===== src/rtl/regfile_wb_sched.sv =====
// Write-back scheduler and busy-bit scoreboard in front of the single
// register-file write port.
//
// Ports:
//   clk, rstn                   clock, synchronous active-low reset
//   issue_valid/rd/rs1/rs2      instruction presented by decode
//   issue_stall                 RAW/WAW hazard, issue not taken (comb)
//   req_valid/rd/data           packed write-back requests, N_REQ lanes
//   req_ready                   one-hot round-robin grant (comb)
//   ard, drd                    registered write port (ard=0: no write)
//   stall_cnt, conflict_cnt     saturating event counters, present only
//                               when WB_STALL_CNT_EN is defined
`ifndef LEN_PREG_ADDR
`define LEN_PREG_ADDR 6
`endif
`ifndef LEN_WORD
`define LEN_WORD 32
`endif

module regfile_wb_sched #(
  parameter int N_REQ    = 3,
  parameter int LEN_ADDR = `LEN_PREG_ADDR,
  parameter int LEN_WORD = `LEN_WORD
) (
  input  logic                      clk,
  input  logic                      rstn,
  input  logic                      issue_valid,
  input  logic [LEN_ADDR-1:0]       issue_rd,
  input  logic [LEN_ADDR-1:0]       issue_rs1,
  input  logic [LEN_ADDR-1:0]       issue_rs2,
  output logic                      issue_stall,
  input  logic [N_REQ-1:0]          req_valid,
  input  logic [N_REQ*LEN_ADDR-1:0] req_rd,
  input  logic [N_REQ*LEN_WORD-1:0] req_data,
  output logic [N_REQ-1:0]          req_ready,
  output logic [LEN_ADDR-1:0]       ard,
  output logic [LEN_WORD-1:0]       drd
`ifdef WB_STALL_CNT_EN
  ,
  output logic [31:0]               stall_cnt,
  output logic [31:0]               conflict_cnt
`endif
);

  localparam int N_REG = 2 ** LEN_ADDR;
  localparam int IW    = (N_REQ > 1) ? $clog2(N_REQ) : 1;

  logic [N_REG-1:0]    busy;
  logic [N_REG-1:0]    busy_d;
  logic [IW-1:0]       last_grant;
  logic [IW-1:0]       win;
  logic [IW-1:0]       cand;
  logic                found;
  logic                accept;
  logic [LEN_ADDR-1:0] win_rd;
  logic [LEN_WORD-1:0] win_data;

  assign issue_stall = issue_valid &
    (busy[issue_rs1] | busy[issue_rs2] | busy[issue_rd]);

  assign accept = issue_valid & ~issue_stall;

  // Search starts one past the previous winner.
  always_comb begin
    req_ready = '0;
    win       = last_grant;
    cand      = '0;
    found     = 1'b0;
    for (int k = 1; k <= N_REQ; k++) begin
      cand = IW'((int'(last_grant) + k) % N_REQ);
      if (!found && req_valid[cand]) begin
        found           = 1'b1;
        win             = cand;
        req_ready[cand] = 1'b1;
      end
    end
  end

  always_comb begin
    win_rd   = '0;
    win_data = '0;
    for (int i = 0; i < N_REQ; i++) begin
      if (req_ready[i]) begin
        win_rd   = req_rd[i*LEN_ADDR +: LEN_ADDR];
        win_data = req_data[i*LEN_WORD +: LEN_WORD];
      end
    end
  end

  // Clear applied before set so a same-edge set of that register wins.
  always_comb begin
    busy_d = busy;
    if (ard != '0)
      busy_d[ard] = 1'b0;
    if (accept && issue_rd != '0)
      busy_d[issue_rd] = 1'b1;
    busy_d[0] = 1'b0;
  end

  always_ff @(posedge clk) begin
    if (!rstn) begin
      busy       <= '0;
      ard        <= '0;
      drd        <= '0;
      last_grant <= IW'(N_REQ - 1);
    end else begin
      busy <= busy_d;
      if (found) begin
        ard        <= win_rd;
        drd        <= win_data;
        last_grant <= win;
      end else begin
        ard <= '0;
      end
    end
  end

`ifdef WB_STALL_CNT_EN
  logic conflict;

  assign conflict = $countones(req_valid) >= 2;

  always_ff @(posedge clk) begin
    if (!rstn) begin
      stall_cnt    <= '0;
      conflict_cnt <= '0;
    end else begin
      if (issue_stall && stall_cnt != 32'hFFFF_FFFF)
        stall_cnt <= stall_cnt + 32'd1;
      if (conflict && conflict_cnt != 32'hFFFF_FFFF)
        conflict_cnt <= conflict_cnt + 32'd1;
    end
  end
`endif

endmodule


===== config.mk =====
export PLATFORM = sky130hd
export DESIGN_NAME = regfile_wb_sched
export DESIGN_NICKNAME = d
export VERILOG_FILES = /design/src/rtl/regfile_wb_sched.sv
export SDC_FILE = /design/constraint.sdc
export NUM_CORES = 1
export LEC_CHECK = 0
export CORE_ASPECT_RATIO = 1.4
export CORE_UTILIZATION = 50
export CTS_CLUSTER_DIAMETER = 100
export DETAILED_ROUTE_END_ITERATION = 12
export PLACE_DENSITY_LB_ADDON = 0.08
export SETUP_SLACK_MARGIN = 0.5
export SLEW_MARGIN = 0
export SYNTH_ARGS = -nofsm -noshare
export SYNTH_HDL_FRONTEND = slang
export SYNTH_SLANG_ARGS = --single-unit

===== constraint.sdc =====
create_clock -name clk -period 3.26 [get_ports clk]
set_input_delay 0.489 -clock clk [delete_from_list [all_inputs] [get_ports clk]]
set_output_delay 0.489 -clock clk [all_outputs]
set_load 0.01 [all_outputs]

==> reports/qor.csv <==
metric;value;unit
status;complete, no violations;
core_area;13500;sq um
antenna_found_initial;0;
synth-seq-area-share;29.4;%
hold_viol_final;0;
critPathSlowestCell;mux4_2;
synth_area;7010;sq um
grt_remaining_overflow;0;
cp_max_fo;4;
arrival;2430;ps
crit_top_cell;mux4_2;
antenna_left;0;
cts_sinks;103;
grt_first_pass_wirelength;45700;microns
synth_edf_count;0;
ys_warn_count;0;
nNetsFinal;1130;
combPwrFrac;48.6;%
pin_count;180;
start_util;51.8;%
p_seq_share;30.8;%
fin_util;74.9;%
clockPowerShare;20.7;%
wl_met1;9790;microns
end_kind;output port;
grt_max_degree;64;
rr_worst_depth;9;
synth_ff_type;dfxtp_1;
grt_use_total;42.2;%
wl;30000;microns
finalCritPeriodShare;89.4;%
crit_path_max_incr_delay;480;ps
cts_buffer_depth;2;
total_power;5.34;mW
power_density;527;nW/um^2
numCtsBuffers;9;
hold_class;register to register;
layout_commonest_cell;clkdlybuf4s50_1;
yosysTopAreaCellShare;29.4;%
cts_tree;yes;
synthTopCellsByArea;dfxtp_1 (29%), mux4_2 (12%), o211ai_1 (7.1%);
synth_area_leader_cell;dfxtp_1;
timing.fmax;343;MHz
die_h;142;microns
internal_power;3.21;mW
cts_hold_buffers;0;
crit_chain;mux4_2 -> mux4_2 -> nor2_1 -> a311o_2 -> nand4_4 -> o31a_1 -> buf_2;
swShare;39.9;%
synthCells;782;
regArea;2080;sq um
worst_slew_pin_slew;677;ps
gp_congestion;1.04;
vias;8242;
ys_ff_latch;103;
multi_input_comb_area;4700;sq um
syn_nets;924;
drtIter0Drc;801;
clock_latency;360;ps
finalMaxSlewViolations;0;
required;2770;ps
grt_pass1_vias;8271;
clk_pin_slew;70;ps
dieArea;14500;sq um
diodes;0;
wl_met2;14700;microns
syn_avg_cell_area;8.96;sq um
vias_per_cell;7.01;
drc;0;
top_layer_used;met4;
fin_crit;2910;ps
switchingPower;2.13;mW
rows;50;
firstDrtPassIters;5;
setup_viol;0;
met3WireLength;2940;microns
peakVddDrop;0.387;mV
synth.distinct_cells;54;
hold_depth;2;
drive_gt1_share;22.8;%
areaGrowthSynthToFinish;44.5;%
fin_hold_ws;478;ps
criticalPathCategory;register to output port;
dp_hpwl;21500;microns
ys_async_sr_fraction;0;%
fin_skew;10.4;ps
cts_max_level;3;
final_cell_mix;clkdlybuf4s50_1 (163), dfxtp_1 (93), buf_4 (77);
relSlewSlack;54.8;%
cap_violations;0;
die_w;102;microns
cp-start-kind;register;
rsz0062_at_grt;true;
fillers;988;
wl_per_cell;25.6;microns
port-buffer-count;179;
ctsRootBufferMaster;clkbuf_16;
leakage;3.63;nW
## stage by stage
| stage | cell area, sq um | instances | worst slack (ps) | setup TNS [ps] |
|---|---|---|---|---|
| floorplan | 7030 | 782 | 412 | 0 |
| global placement | 9290 | 1130 | -465 | -2970 |
| detailed placement | 9290 | 1130 | -449 | -4950 |
| CTS | 9970 | 1169 | 317 | 0 |
| global route | 10100 | 1175 | 292 | 0 |
| finish | 10100 | 1175 | 345 | 0 |
## sequential cells by signal, summed over array words and instances (netlist names)
| name | count |
|---|---|
| drd | 32 |
| busy | 63 |
| ard | 6 |
| last_grant | 2 |
## layer usage
layer,global-route usage [%],vias up
met1,44.8,3923
met4,34.7,0
met2,69.2,604
met3,10.9,162
li1,-,3553
met5,0,-
## cell usage after synthesis, drive strengths merged (20+ instances only)
master,number
nand2,67
o21ai,20
nand3,25
o41ai,37
dfxtp,103
clkbuf,56
buf,34
o211ai,66
nor2,60
a221oi,36
mux2i,24
mux4,38
and3,38
o32ai,32
## final cells by class
cell class / count / share of cell area, %
inverters: 11 / 0.408
repair buffers: 285 / 27.4
clock inverters: 6 / 0.581
flip-flops and latches: 103 / 20.5
clock buffers: 10 / 2.36
multi-input cells: 578 / 46.5
well taps: 182 / 2.25
## critical path, delay by kind of cell, from the launching register on
family	cells	cell delay [ps]
DFF	1	360
AOI/OAI and AO/OA	2	390
muxes	2	950
buffers and inverters	1	140
and+or+nand+nor	2	220
## logic make-up after synthesis
logic type	count (synthesis)	synth area share, %
compound gates	252	28.3
buf+inv	101	6.36
simple gates	252	18.2
mux	70	17.0
fa+ha+maj	4	0.714
flops	103	29.4
## final timing paths
| kind | from | end | slack [ps] |
|---|---|---|---|
| worst max-delay path | busy[29] | issue_stall | 350 |
| worst min-delay path | drd[21] | drd[21] | 480 |
| worst max register to register | last_grant[1] | ard[4] | 550 |
| worst min register to register | drd[21] | drd[21] | 480 |
## what timing repair did
| action | CTS | global route |
|---|---|---|
| endpoints found under the setup margin | 105 | 76 |
| pin swaps | 19 | 17 |
| cloned | 2 | 0 |
| resized for setup | 101 | 33 |
| setup buffers | 21 | 6 |
## power by group through the flow
stage / sequential [mW] / clock, mW / combinational [mW]
detailed placement: 1.66 / 0 / 2.37
floorplan: 1.68 / 0 / 1.28
global placement: 1.65 / 0 / 2.30
global route: 1.67 / 1.15 / 2.75
CTS: 1.64 / 1.11 / 2.48
finish: 1.64 / 1.10 / 2.59
Power figures use the tool's default switching activity.
